**src/rtl/reglk_req_bridge_pkg.sv**
```systemverilog
// Shared types and constants for the register-lock request bridge.
package reglk_pkg;

  localparam int REQ_ADDR_W = 32;
  localparam int REQ_DATA_W = 32;

  localparam logic [2:0] WIDTH_BYTE = 3'd0;
  localparam logic [2:0] WIDTH_HALF = 3'd1;
  localparam logic [2:0] WIDTH_WORD = 3'd2;

  typedef enum logic [1:0] {
    ST_IDLE,
    ST_ACCESS,
    ST_WAIT,
    ST_RESP
  } state_t;

  typedef struct packed {
    logic                  write;
    logic [2:0]            width;
    logic [REQ_ADDR_W-1:0] addr;
    logic [REQ_DATA_W-1:0] wdata;
  } req_t;

endpackage

```
**src/rtl/reglk_req_bridge_if.sv**
```systemverilog
// Request/response handshake bundle between a master and the bridge.
interface reglk_req_bridge_if #(
  parameter int ADDR_W = 32,
  parameter int DATA_W = 32
);
  logic              req_valid;
  logic              req_ready;
  logic              req_write;
  logic [2:0]        req_width;
  logic [ADDR_W-1:0] req_addr;
  logic [DATA_W-1:0] req_wdata;
  logic              rsp_valid;
  logic              rsp_ready;
  logic [DATA_W-1:0] rsp_rdata;
  logic              rsp_err;

  modport master (
    output req_valid, req_write, req_width, req_addr, req_wdata, rsp_ready,
    input  req_ready, rsp_valid, rsp_rdata, rsp_err
  );

  modport slave (
    input  req_valid, req_write, req_width, req_addr, req_wdata, rsp_ready,
    output req_ready, rsp_valid, rsp_rdata, rsp_err
  );
endinterface

```
**src/rtl/reglk_req_bridge_lane_align.sv**
```systemverilog
// Combinational alignment check, write-lane replication and read-lane extraction.
module reglk_lane_align
  import reglk_pkg::*;
(
  input  logic [2:0]  width,
  input  logic [1:0]  addr_lo,
  input  logic [31:0] wdata,
  input  logic [31:0] rdata,
  output logic        legal,
  output logic [31:0] wdata_lanes,
  output logic [31:0] rdata_ext
);

  // Decode width into legality and lane steering; widths 3-7 are illegal.
  always_comb begin
    legal       = 1'b0;
    wdata_lanes = '0;
    rdata_ext   = '0;
    case (width)
      WIDTH_BYTE: begin
        legal       = 1'b1;
        wdata_lanes = {4{wdata[7:0]}};
        rdata_ext   = {24'h0, rdata[{addr_lo, 3'b000} +: 8]};
      end
      WIDTH_HALF: begin
        legal       = ~addr_lo[0];
        wdata_lanes = {2{wdata[15:0]}};
        rdata_ext   = {16'h0, rdata[{addr_lo[1], 4'b0000} +: 16]};
      end
      WIDTH_WORD: begin
        legal       = (addr_lo == 2'b00);
        wdata_lanes = wdata;
        rdata_ext   = rdata;
      end
      default: ;
    endcase
  end

endmodule

```
**src/rtl/reglk_req_bridge.sv**
```systemverilog
// Request front-end: one transaction at a time onto the register-lock access port.
//
// state     | meaning
// ----------+---------------------------------------------------------
// ST_IDLE   | ready for a request; latch it on req_valid
// ST_ACCESS | drive the access port for one cycle (write strobe here)
// ST_WAIT   | hold address for a read; capture read_data at cycle end
// ST_RESP   | present the response until rsp_ready
module reglk_req_bridge
  import reglk_pkg::*;
#(
  parameter int ADDR_W = 32,
  parameter int DATA_W = 32
) (
  input  logic              clk,
  input  logic              rst,
  reglk_req_bridge_if.slave bus,
  output logic              write_enable,
  output logic [2:0]        mem_width,
  output logic [ADDR_W-1:0] addr,
  output logic [DATA_W-1:0] write_data,
  input  logic [DATA_W-1:0] read_data
);

  state_t      state_q, state_d;
  req_t        req_q;
  logic [31:0] rdata_q;
  logic        err_q;

  logic        idle;
  logic [2:0]  al_width;
  logic [1:0]  al_addr_lo;
  logic        al_legal;
  logic [31:0] al_wdata;
  logic [31:0] al_rdata;

  // The checker looks at the live request while idle and at the latched one afterwards.
  assign idle       = (state_q == ST_IDLE);
  assign al_width   = idle ? bus.req_width     : req_q.width;
  assign al_addr_lo = idle ? bus.req_addr[1:0] : req_q.addr[1:0];

  reglk_lane_align u_align (
    .width       (al_width),
    .addr_lo     (al_addr_lo),
    .wdata       (req_q.wdata),
    .rdata       (read_data),
    .legal       (al_legal),
    .wdata_lanes (al_wdata),
    .rdata_ext   (al_rdata)
  );

  // Next-state and all outputs decoded from the current state; everything defaults to 0.
  always_comb begin
    state_d       = state_q;
    write_enable  = 1'b0;
    mem_width     = '0;
    addr          = '0;
    write_data    = '0;
    bus.req_ready = 1'b0;
    bus.rsp_valid = 1'b0;
    bus.rsp_err   = 1'b0;
    bus.rsp_rdata = '0;
    case (state_q)
      ST_IDLE: begin
        bus.req_ready = 1'b1;
        if (bus.req_valid) state_d = al_legal ? ST_ACCESS : ST_RESP;
      end
      ST_ACCESS: begin
        write_enable = req_q.write;
        mem_width    = req_q.width;
        addr         = req_q.addr;
        write_data   = al_wdata;
        state_d      = req_q.write ? ST_RESP : ST_WAIT;
      end
      ST_WAIT: begin
        mem_width = req_q.width;
        addr      = req_q.addr;
        state_d   = ST_RESP;
      end
      ST_RESP: begin
        bus.rsp_valid = 1'b1;
        bus.rsp_err   = err_q;
        bus.rsp_rdata = rdata_q;
        if (bus.rsp_ready) state_d = ST_IDLE;
      end
      default: state_d = ST_IDLE;
    endcase
  end

  // State, latched request and response registers; reset drops any transaction in flight.
  always_ff @(posedge clk) begin
    if (rst) begin
      state_q <= ST_IDLE;
      req_q   <= '0;
      rdata_q <= '0;
      err_q   <= 1'b0;
    end else begin
      state_q <= state_d;
      if (idle && bus.req_valid) begin
        req_q   <= '{write: bus.req_write, width: bus.req_width,
                     addr: bus.req_addr, wdata: bus.req_wdata};
        err_q   <= ~al_legal;
        rdata_q <= '0;
      end
      if (state_q == ST_WAIT) rdata_q <= al_rdata;
    end
  end

endmodule

```
**src/flat_wrapper.sv**
```systemverilog
// flat-port wrapper written by rule: the top's interface ports become plain ports
module reglk_req_bridge_flat import reglk_pkg::*;
#(
  parameter int ADDR_W = 32,
  parameter int DATA_W = 32
)
  (clk, rst, write_enable, mem_width, addr, write_data, read_data, bus_req_valid, bus_req_write, bus_req_width, bus_req_addr, bus_req_wdata, bus_rsp_ready, bus_req_ready, bus_rsp_valid, bus_rsp_rdata, bus_rsp_err);
  reglk_req_bridge_if #(.ADDR_W(ADDR_W), .DATA_W(DATA_W)) bus_i ();
  input  logic clk;
  input  logic rst;
  output logic write_enable;
  output logic [2:0] mem_width;
  output logic [ADDR_W-1:0] addr;
  output logic [DATA_W-1:0] write_data;
  input  logic [DATA_W-1:0] read_data;
  input wire logic [$bits(bus_i.req_valid)-1:0] bus_req_valid;
  input wire logic [$bits(bus_i.req_write)-1:0] bus_req_write;
  input wire logic [$bits(bus_i.req_width)-1:0] bus_req_width;
  input wire logic [$bits(bus_i.req_addr)-1:0] bus_req_addr;
  input wire logic [$bits(bus_i.req_wdata)-1:0] bus_req_wdata;
  input wire logic [$bits(bus_i.rsp_ready)-1:0] bus_rsp_ready;
  output wire logic [$bits(bus_i.req_ready)-1:0] bus_req_ready;
  output wire logic [$bits(bus_i.rsp_valid)-1:0] bus_rsp_valid;
  output wire logic [$bits(bus_i.rsp_rdata)-1:0] bus_rsp_rdata;
  output wire logic [$bits(bus_i.rsp_err)-1:0] bus_rsp_err;
  assign bus_i.req_valid = bus_req_valid;
  assign bus_i.req_write = bus_req_write;
  assign bus_i.req_width = bus_req_width;
  assign bus_i.req_addr = bus_req_addr;
  assign bus_i.req_wdata = bus_req_wdata;
  assign bus_i.rsp_ready = bus_rsp_ready;
  assign bus_req_ready = bus_i.req_ready;
  assign bus_rsp_valid = bus_i.rsp_valid;
  assign bus_rsp_rdata = bus_i.rsp_rdata;
  assign bus_rsp_err = bus_i.rsp_err;
  reglk_req_bridge #(.ADDR_W(ADDR_W), .DATA_W(DATA_W)) u_core (.clk(clk), .rst(rst), .bus(bus_i), .write_enable(write_enable), .mem_width(mem_width), .addr(addr), .write_data(write_data), .read_data(read_data));
endmodule
```
**config.mk**
```make
export PLATFORM = sky130hd
export DESIGN_NAME = reglk_req_bridge_flat
export DESIGN_NICKNAME = d
export VERILOG_FILES = /design/src/rtl/reglk_req_bridge_pkg.sv /design/src/rtl/reglk_req_bridge_if.sv /design/src/rtl/reglk_req_bridge_lane_align.sv /design/src/rtl/reglk_req_bridge.sv /design/src/flat_wrapper.sv
export SDC_FILE = /design/constraint.sdc
export NUM_CORES = 1
export LEC_CHECK = 0
export BUFFER_PORTS_ARGS = -buffer_cell sky130_fd_sc_hd__buf_2
export CORE_ASPECT_RATIO = 0.8
export CORE_MARGIN = 3
export CORE_UTILIZATION = 50
export CTS_BUF_LIST = sky130_fd_sc_hd__clkbuf_4 sky130_fd_sc_hd__clkbuf_8
export DETAILED_ROUTE_END_ITERATION = 8
export PLACE_DENSITY = 0.81
export SETUP_SLACK_MARGIN = 0.05
export SYNTH_ARGS = -nofsm -noshare
export SYNTH_HDL_FRONTEND = slang
export SYNTH_SLANG_ARGS = --single-unit
```
**constraint.sdc**
```tcl
create_clock -name clk -period 3 [get_ports clk]
set_input_delay 0.3 -clock clk [delete_from_list [all_inputs] [get_ports clk]]
set_output_delay 0.3 -clock clk [all_outputs]
set_load 0.02 [all_outputs]
```
=== After elaboration in Yosys (flattened, before gate mapping) ===
Index checks and enable logic that the tools add are counted.

* Output and inout port bits: 103
* Register bits: 103

* Shift-type cells: 2
* Muxes and demuxes: 20
* Bitwise operators: 2
* Reductions and logical operators: 7
* Equality and inequality tests: 7

{| class="wikitable"
|+ Operators with widths
! kind !! number
|-
| $pmux 32 s3 || 2
|-
| $mux 32 || 5
|-
| $shiftx 32x6->16 || 1
|-
| $shiftx 32x6->8 || 1
|-
| $mux 2 || 4
|-
| $pmux 2 s4 || 1
|-
| $mux 3 || 2
|-
| $mux 1 || 5
|-
| $eq 2x2->1 const B || 2
|-
| $logic_not 2->1 || 2
|-
| $ne 2x2->1 const B || 2
|-
| $eq 3x1->1 const B || 1
|-
| $eq 3x2->1 const B || 1
|-
| $logic_not 3->1 || 1
|-
| $pmux 1 s3 || 1
|-
| $eq 2x1->1 const B || 1
|-
| $not 1->1 || 2
|-
| $reduce_and 2->1 || 1
|-
| $reduce_bool 2->1 || 1
|-
| $reduce_or 2->1 || 1
|-
| $logic_and 1x1->1 || 1
|}

=== Logic depth before layout (Yosys ltp) ===
Gate-level depths: netlist (run 1).

* Depth after elaboration: 7
* Gate-level depth with buffers: 8
* Depth with buffers taken out: 6

=== By module ===
From an unflattened synthesis (run 1), not the netlist that was laid out.

* Cell total of the unflattened synthesis: 753
* Area total of the unflattened synthesis: 5,626.6 um^2

{| class="wikitable"
|+ By module, submodules not included
! module !! times used !! cells each !! area each (um^2) !! sequential area each (um^2)
|-
| reglk_req_bridge || 1 || 576 || 4,554.4 || 2,062.0
|-
| reglk_lane_align || 1 || 177 || 1,072.3 || 0.0
|}

=== Least setup slack after synthesis (run 1) ===
No wires, ideal clock.

* Path kind: register -> output
* Start point: register u_core.state_q[0]
* End point: output port write_data[10]
* Data arrival time: 2.324 ns
* Setup slack: 0.376 ns
* Cell stages (with the launch flop): 9
* Data required time: 2.700 ns
* Cell sequence: dfxtp_1 inv_1 ha_1 nor3_1 o21a_1 buf_4 buf_4 o21ai_0 a21boi_0

* Longest elaborated chain between the ends: 5

{| class="wikitable"
|+ Ends and longest elaborated chain
! element !! line !! text
|-
| start: declaration || reglk_req_bridge.sv:25 || <nowiki>state_t state_q, state_d;</nowiki>
|-
| start signal: assignment || reglk_req_bridge.sv:98 || <nowiki>state_q <= state_d;</nowiki>
|-
| $logic_not 2->1 || reglk_req_bridge.sv:38 || <nowiki>assign idle = (state_q == ST_IDLE);</nowiki>
|-
| $mux 3 || reglk_req_bridge.sv:39 || <nowiki>assign al_width = idle ? bus.req_width : req_q.width;</nowiki>
|-
| $eq 3x2->1, or another cell as far along || reglk_req_bridge_lane_align.sv:19 || <nowiki>case (width)</nowiki>
|-
| $pmux 32 s3 || reglk_req_bridge_lane_align.sv:19 ||
|-
| $mux 32 (*) || reglk_req_bridge.sv:63 || <nowiki>case (state_q)</nowiki>
|-
| end: declaration || flat_wrapper.sv:14 || <nowiki>output logic [DATA_W-1:0] write_data;</nowiki>
|}

Mark *: on every way between the ends. The rest lies on a longest branch, timed or not.

=== Worst setup path in the final report (run 1) ===
Same ends and word-level chain as after synthesis.

==> impl_metrics.ini, run 1 <==
[route]
drt-initial-drc-count = 594
wl_per_cell_um = 16.28
route.detailed.drc = 0
vias_per_cell = 5.597
routed-via-count = 5407
drt_wl_total_um = 15720
first_pass_iters = 5
drtAntennaViolNets = 0

[timing]
slew_headroom_pct = 40.79
whs_ps = 156.0
max_freq_mhz = 355.4
rsz0062_at_grt = false
tightest_slew_ps = 881.4
fin_crit_sh_pct = 93.78
tns_ps = 0
hold_viol_final = 0
fin_crit_ps = 2813
finalSetupViolCount = 0
maxSlewViolCount = 0
clock_skew_ps = 9.291

[global_route]
grt_first_pass_wirelength_um = 25100
overflow = 0
grt_pass1_vias = 5145
antenna_found_initial = 0
grtUsageTotal_pct = 26.09
grt_max_degree = 70

[layout]
mostFrequentLayoutCells = buf_2 (205), nand2_1 (154), dfxtp_1 (103)
nets = 934
area_delta_synth_final_pct = 26.19
final-instance-count-excl-fill = 966
diodes = 0
drive_above_1_share_pct = 31.93
final_common_cell = buf_2
final_cell_area_mm2 = 0.006548

[yosys]
synth_compound_area_share_pct = 24.09
syn_area_mm2 = 0.005189
synthFlopType = dfxtp_1
synth_cells = 641
synth_area_per_cell_um2 = 8.095
synth_top_family_by_area = simple AND/OR/NAND/NOR gates
ys_ff_latch = 103
ys_types = 44
yosys_warnings = 0
synth.net_count = 750
synth_mux_area_share_pct = 5.184
synth-xor-area-share_pct = 0
yosys.area_share.adder_pct = 1.206
seq_area_frac_synth_pct = 39.74
synth_edf_count = 0
synth_simple_gate_area_share_pct = 25.37
async_reset_ff_share_pct = 0

[critical_path]
max_stage_delay_ps = 500
cp_common_cell = nand2_1
arrival_ps = 2510
endpoint_kind = primary output
worstPathMaxFanout = 16
start_kind = flip-flop
slowest_stage = or4b_1
required_ps = 2700
path_cells = inv_1 > ha_4 > or4b_1 > nand2_1 > nand2_1 > a21boi_0 > buf_2
crit_type = flip-flop to primary output

[hold_path]
hold_path.class = primary input to flip-flop

[place]
place_inst = 950
dpl_cell_area_mm2 = 0.006314
gp_congestion = 0.9255
hpwl_um = 11620
io_buffer_count = 206

[cts]
cts_sinks = 103
cts.reportedPaths.clkPinSlew_ps = 100
clock_latency_ps = 370
cts_tree = built
clock_tree.buffer_depth = 2
htreeDepth = 3
numCtsBuffers = 9
cts_hold_buf = 0
postCtsSetupBuffers = 0
root_buffer = clkbuf_8

[power]
pwr-share-clk_pct = 18.2
p_sw_share_pct = 43.04
combPwrFrac_pct = 48.0
p_per_area_mw_per_mm2 = 774.3
leakagePower_uw = 0.002957
switchingPower_uw = 2182
pwr-share-seq_pct = 33.8
ir_drop_uv = 422.5
p_int_uw = 2888

[status]
status = complete, no violations

[floorplan]
die_y_um = 97.12
fp.dieW_um = 119.9
rows = 32
coreArea_mm2 = 0.009889
initial_utilization_pct = 52.47
dieArea_mm2 = 0.01164
ios = 207

[flow_run]
maxCapViolCount = 0
final timing paths:
path | slack, ps | start | cells after the start | endpoint
max | 190 | u_core.state_q[0] | 7 | write_data[10]
min | 160 | bus_req_addr[30] | 3 | u_core.req_q[62]
max reg2reg | 650 | u_core.state_q[1] | 8 | u_core.rdata_q[3]
min reg2reg | 450 | u_core.req_q[53] | 2 | u_core.req_q[53]
flip-flops by register name (all words and copies together) (netlist names):
register,flops
u_core.state_q,2
u_core.rdata_q,32
u_core.req_q,68
u_core.err_q,1
logic make-up (layout without fill, tap and decap cells):
| kind of cell | count (synthesis) | after routing |
|---|---|---|
| compound gates | 175 | 175 |
| fa+ha+maj | 5 | 5 |
| buf+inv | 54 | 243 |
| flops | 103 | 103 |
| mux | 25 | 25 |
| simple gates | 279 | 279 |
critical path: cells and delay by family (launching register included):
kind            cells  cell delay [ps]
buf+inv             2              410
compound gates      1              250
flops               1              350
simple gates        3              860
fa+ha+maj           1              280
stage by stage:
stage	worst slack, ps	total power [µW]	utilization, %
2_1_floorplan	375.7	3445	-
3_3_place_gp	548.6	4025	63.84
3_5_place_dp	346.0	4114	63.84
4_1_cts	123.0	5036	66.04
5_1_grt	74.12	5370	66.21
6_report	186.5	5069	66.21
layout make-up:
type	instances	area, µm²
well taps	136	170.2
fillers	878	3342
multi-input cells	484	2924
clock buffers	11	151.4
inverters	4	15.01
clock inverters	5	63.81
repair buffers	223	1161
flip-flops and latches	103	2062
power by group through the flow:
stage          clock network (µW)  logic [µW]  registers (µW)
2_1_floorplan                   0        1750            1690
3_3_place_gp                    0        2300            1730
3_5_place_dp                    0        2370            1740
4_1_cts                       943        2380            1710
5_1_grt                       998        2630            1740
6_report                      923        2430            1720
repair_timing:
item	CTS	global route
resized for setup	1	2
setup endpoints to repair	23	26
cloned	0	0
metal layers:
layer	track usage, %	vias to the layer above	wire length (µm)	share of wire (%)
met5	0	-	0	0
met4	7.482	0	331	2.1
met3	6.286	36	1413	9.0
met2	42.58	260	7468	47
met1	34.50	2530	6510	41
li1	-	2581	-	-
cell usage after synthesis (2+ instances only):
master / number / area share, %
a21boi_0: 4 / 0.58
ha_1: 5 / 1.2
a22oi_1: 16 / 2.3
inv_1: 4 / 0.29
a32oi_1: 16 / 2.7
nor3b_2: 2 / 0.48
clkbuf_1: 37 / 2.7
nand2_1: 155 / 11
a221oi_2: 8 / 2.3
buf_2: 9 / 0.87
o21ai_0: 9 / 0.87
a22o_1: 8 / 1.4
mux2i_1: 19 / 3.7
dfxtp_1: 103 / 40
and2_1: 79 / 9.5
a2bb2oi_1: 16 / 2.7
nand2b_1: 2 / 0.24
nor2_1: 24 / 1.7
a21oi_1: 76 / 7.3
o211ai_1: 3 / 0.43
buf_4: 2 / 0.29
o2bb2ai_1: 9 / 1.5
nor2b_1: 8 / 0.96
nor3_1: 3 / 0.29
mux2_2: 5 / 1.1
(Power assumes the default switching activity.)
==> run 2, diff against run 1 <==
--- a/config.mk
+++ b/config.mk
@@ -6,12 +6,11 @@
 export NUM_CORES = 1
 export LEC_CHECK = 0
 export BUFFER_PORTS_ARGS = -buffer_cell sky130_fd_sc_hd__buf_2
-export CORE_ASPECT_RATIO = 0.8
 export CORE_MARGIN = 3
-export CORE_UTILIZATION = 50
+export CORE_UTILIZATION = 39
 export CTS_BUF_LIST = sky130_fd_sc_hd__clkbuf_4 sky130_fd_sc_hd__clkbuf_8
 export DETAILED_ROUTE_END_ITERATION = 8
-export PLACE_DENSITY = 0.81
+export PLACE_DENSITY = 0.66
 export SETUP_SLACK_MARGIN = 0.05
 export SYNTH_ARGS = -nofsm -noshare
 export SYNTH_HDL_FRONTEND = slang
==> constraint.sdc (replaced) <==
create_clock -name clk -period 3 [get_ports clk]
set_input_delay 0.3 -clock clk [delete_from_list [all_inputs] [get_ports clk]]
set_output_delay 0.3 -clock clk [all_outputs]
set_load 0.1 [all_outputs]
==> impl_metrics.ini, run 2 (same netlist as run 1, synthesis figures left out) <==
[layout]
final_common_cell = buf_2
fillers = 1195
largest_reg_flops = 68
nets = 938
reg_top3 = u_core.req_q: 68 flops, u_core.rdata_q: 32 flops, u_core.state_q: 2 flops
drive_above_1_share_pct = 35.25
postLayoutCoreUtil_pct = 57.12
area_delta_synth_final_pct = 41.19
final-instance-count-excl-fill = 1006
mostFrequentLayoutCells = buf_2 (173), nand2_1 (153), dfxtp_1 (103)
top_register = u_core.req_q
diodes = 0

[place]
gp_congestion = 0.8891
place_inst = 989
io_buffer_count = 206
hpwl_um = 12520
pre_cts_ws_ps = 453.3

[cts]
cts_sinks = 103
numCtsBuffers = 9
clock_tree.buffer_depth = 2
clock_latency_ps = 380
cts_hold_buf = 0
cts.reportedPaths.clkPinSlew_ps = 100
htreeDepth = 3
root_buffer = clkbuf_8
postCtsSetupBuffers = 0
cts_tree = built

[timing]
fin_crit_sh_pct = 91.89
maxSlewViolCount = 0
tightest_slew_ps = 883.3
hold_viol_final = 0
fin_crit_ps = 2757
timing.final.ws_setup_ps = 243.4
rsz0062_at_grt = false
max_freq_mhz = 362.8
finalSetupViolCount = 0
clock_skew_ps = 8.076
tns_ps = 0
slew_headroom_pct = 40.66

[global_route]
overflow = 0
grt_pass1_vias = 5293
grt_first_pass_wirelength_um = 26610
antenna_found_initial = 1
grtUsageTotal_pct = 22.70
grt_max_degree = 68

[power]
p_total_uw = 6121
p_per_area_mw_per_mm2 = 835.5
leakagePower_uw = 0.003084
ir_drop_uv = 432.3

[route]
routed-via-count = 5292
drt-initial-drc-count = 292
wl_per_cell_um = 16.91
route.detailed.drc = 0
drt_wl_total_um = 17010
vias_per_cell = 5.260
drtAntennaViolNets = 0
first_pass_iters = 6

[hold_path]
hold_end = u_core.req_q[3]
holdPathStages = 3
hp-start = bus_req_wdata[3]
hold_path.class = primary input to flip-flop

[critical_path]
endpoint_kind = primary output
path_cells = inv_1 > ha_4 > or4b_1 > nand2_2 > nand2_1 > a21boi_4 > buf_12
ff2ff_setup_slack_ps = 670
start_kind = flip-flop
required_ps = 2700
crit_type = flip-flop to primary output
worstPathMaxFanout = 16
slowest_stage = or4b_1
max_stage_delay_ps = 490
rr_worst_depth = 8
reg2reg_from = u_core.state_q[0]
regToRegEndpoint = u_core.rdata_q[3]
arrival_ps = 2460

[floorplan]
die_y_um = 121.3
rows = 41
coreArea_mm2 = 0.01282
initial_utilization_pct = 40.46
fp.dieW_um = 121.3
dieArea_mm2 = 0.01472
ios = 207

[flow_run]
maxCapViolCount = 0

[status]
status = complete, no violations
run 2: cell count changes in the layout (fill, tap and decap cells not counted), sizes merged:
cell,delta
buf,+3
clkbuf,+1
clkinv,+1
inv,-2
o21a,+1
run 2: layer usage:
| metal | track usage [%] | up-vias | share of wire [%] |
|---|---|---|---|
| met1 | 27.60 | 2489 | 41 |
| met5 | 0 | - | 0.076 |
| met4 | 8.894 | 2 | 2.4 |
| li1 | - | 2588 | - |
| met2 | 37.37 | 174 | 49 |
| met3 | 7.086 | 39 | 8.0 |
run 2: per-stage QoR:
step                      cell area [µm²]  hold slack, ps
after global routing                 7326           128.8
after global placement               7084           437.1
after CTS                            7302           125.7
after floorplan                      5398           431.7
final                                7326           147.4
after detailed placement             7084           442.0
run 2: how the worst max path moves through the flow:
stage               slack (ps)               from  depth (start not counted)              to
floorplan                    6  u_core.state_q[0]                          8  write_data[10]
global placement           550  u_core.state_q[1]                          8  write_data[24]
detailed placement         450  u_core.state_q[0]                          8  write_data[14]
CTS                        110  u_core.state_q[1]                          8  write_data[26]
global route                80  u_core.state_q[0]                          7  write_data[11]
finish                     240  u_core.state_q[0]                          7  write_data[11]
run 2: timing repair:
item                       CTS  global route
gates cloned                 0             1
pin swaps                    0             1
setup endpoints to repair    9            22
gates resized for setup      2             4
run 2: final cells by class:
type | instances | area [µm²] | share of cell area (%)
clock buffers | 12 | 152.6 | 2.084
multi-input cells | 485 | 3154 | 43.06
flip-flops and latches | 103 | 2062 | 28.15
inverters | 4 | 15.01 | 0.2050
repair buffers | 226 | 1672 | 22.82
well taps | 172 | 215.2 | 2.938
clock inverters | 4 | 55.05 | 0.7515
run 2: worst max-delay path: cells and delay by family, from the launching register on:
| family | cells | cell delay (ps) |
|---|---|---|
| simple gates | 3 | 860 |
| flops | 1 | 340 |
| buf+inv | 2 | 370 |
| compound gates | 1 | 220 |
| fa+ha+maj | 1 | 270 |
run 2: report_power, final:
group / leakage [µW] / switching, µW / internal, µW
Clock: 0.000104 / 483 / 431
Combinational: 0.00214 / 2420 / 1070
Sequential: 0.000840 / 147 / 1570
==> run 3, diff against run 2 <==
==> constraint.sdc (replaced) <==
create_clock -name clk -period 2.7 [get_ports clk]
set_input_delay 0.27 -clock clk [delete_from_list [all_inputs] [get_ports clk]]
set_output_delay 0.27 -clock clk [all_outputs]
set_load 0.1 [all_outputs]
==> impl_metrics.ini, run 3 (same netlist as run 1, synthesis figures left out) <==
[status]
status = complete, no violations

[floorplan]
dieArea_mm2 = 0.01472
die_y_um = 121.3
initial_utilization_pct = 40.46
coreArea_mm2 = 0.01282
rows = 41
ios = 207
fp.dieW_um = 121.3

[cts]
cts.reportedPaths.clkPinSlew_ps = 100
clock_tree.buffer_depth = 2
numCtsBuffers = 9
clock_latency_ps = 380
cts_sinks = 103
root_buffer = clkbuf_8
cts_tree = built
cts_hold_buf = 0
htreeDepth = 3

[global_route]
grt_max_degree = 73
grtUsageTotal_pct = 22.92
grt_pass1_vias = 5258
grt_first_pass_wirelength_um = 27020
antenna_found_initial = 2
overflow = 0

[flow_run]
maxCapViolCount = 0

[layout]
mostFrequentLayoutCells = buf_2 (174), nand2_1 (150), dfxtp_1 (101)
postLayoutCoreUtil_pct = 58.09
final_common_cell = buf_2
reg_top3 = u_core.req_q: 68 flops, u_core.rdata_q: 32 flops, u_core.state_q: 2 flops
largest_reg_flops = 68
nets = 940
drive_above_1_share_pct = 38.40
area_delta_synth_final_pct = 43.57
final_cell_area_mm2 = 0.007450
top_register = u_core.req_q

[timing]
rsz0062_at_grt = true
fin_crit_sh_pct = 95.78
tns_ps = 0
clock_skew_ps = 9.515
slew_headroom_pct = 35.43
max_freq_mhz = 386.7
timing.final.ws_setup_ps = 114.0
hold_viol_final = 0
maxSlewViolCount = 0
tightest_slew_ps = 961.2
fin_crit_ps = 2586
finalSetupViolCount = 0

[hold_path]
hold_path.class = primary input to flip-flop

[place]
gp_congestion = 0.8841
io_buffer_count = 206
hpwl_um = 12540
dpl_cell_area_mm2 = 0.007139
pre_cts_ws_ps = 244.3

[critical_path]
crit_type = flip-flop to primary output
endpoint_kind = primary output
max_stage_delay_ps = 470
cp_top_family = simple AND/OR/NAND/NOR gates
path_cells = inv_2 > ha_4 > buf_2 > or4_4 > nand2_8 > nand2_2 > a21boi_4 > buf_12
arrival_ps = 2320
worstPathMaxFanout = 8
required_ps = 2430
start_kind = flip-flop
slowest_stage = or4_4
crit_buf_inv = 3

[route]
routed-via-count = 5315
first_pass_iters = 5
route.detailed.drc = 0
drt_wl_total_um = 17100
wl_per_cell_um = 16.93
drt-initial-drc-count = 324
drtAntennaViolNets = 0
vias_per_cell = 5.262

[power]
p_total_uw = 6902
p_per_area_mw_per_mm2 = 926.5
leakagePower_uw = 0.003117
ir_drop_uv = 616.6
run 3: worst register-to-register path: cells and delay by family, from the launching register on:
family,cells,cell delay (ps)
mux,1,220
buf+inv,3,620
compound gates,3,740
flops,1,400
fa+ha+maj,1,200
run 3: timing repair:
item                                    CTS  global route
endpoints found under the setup margin   31            26
gates cloned                              0             0
buffers inserted                          5             2
pin swaps                                 2             2
gates resized for setup                  13            11
run 3: metal layers:
layer	track usage, %	wire (µm)	vias to the layer above
li1	-	-	2596
met5	0	0	-
met1	28.28	7150	2515
met2	38.76	8397	186
met3	6.760	1306	18
met4	6.583	249	0
run 3: path summary, 6_finish.rpt:
| kind | from | end | slack (ps) | cells after the start |
|---|---|---|---|---|
| worst max-delay path | u_core.state_q[1] | write_data[12] | 110 | 8 |
| worst min-delay path | bus_req_wdata[26] | u_core.req_q[26] | 110 | 3 |
| worst max register to register | u_core.state_q[1] | u_core.rdata_q[2] | 440 | 8 |
| worst min register to register | u_core.req_q[41] | u_core.req_q[41] | 450 | 2 |
run 3: cell type report:
type / count / area (µm²)
inverter: 4 / 15.01
antenna: 2 / 5.005
clock buffer: 10 / 137.6
sequential: 103 / 2064
multi-input combinational: 484 / 3243
fill: 1182 / 5375
timing repair buffer: 229 / 1725
tap: 172 / 215.2
clock inverter: 6 / 43.79
run 3: power breakdown:
| group | total (µW) | switching (µW) | internal (µW) |
|---|---|---|---|
| Sequential | 1940 | 184 | 1750 |
| Clock | 921 | 555 | 366 |
| Combinational | 4050 | 2740 | 1310 |
run 3: per-stage QoR:
| stage | hold WS (ps) | instances |
|---|---|---|
| floorplan | 406.0 | 641 |
| CTS | 91.54 | 1006 |
| global route | 94.70 | 1010 |
| finish | 114.9 | 1010 |
| detailed placement | 443.1 | 985 |
| global placement | 437.8 | 985 |
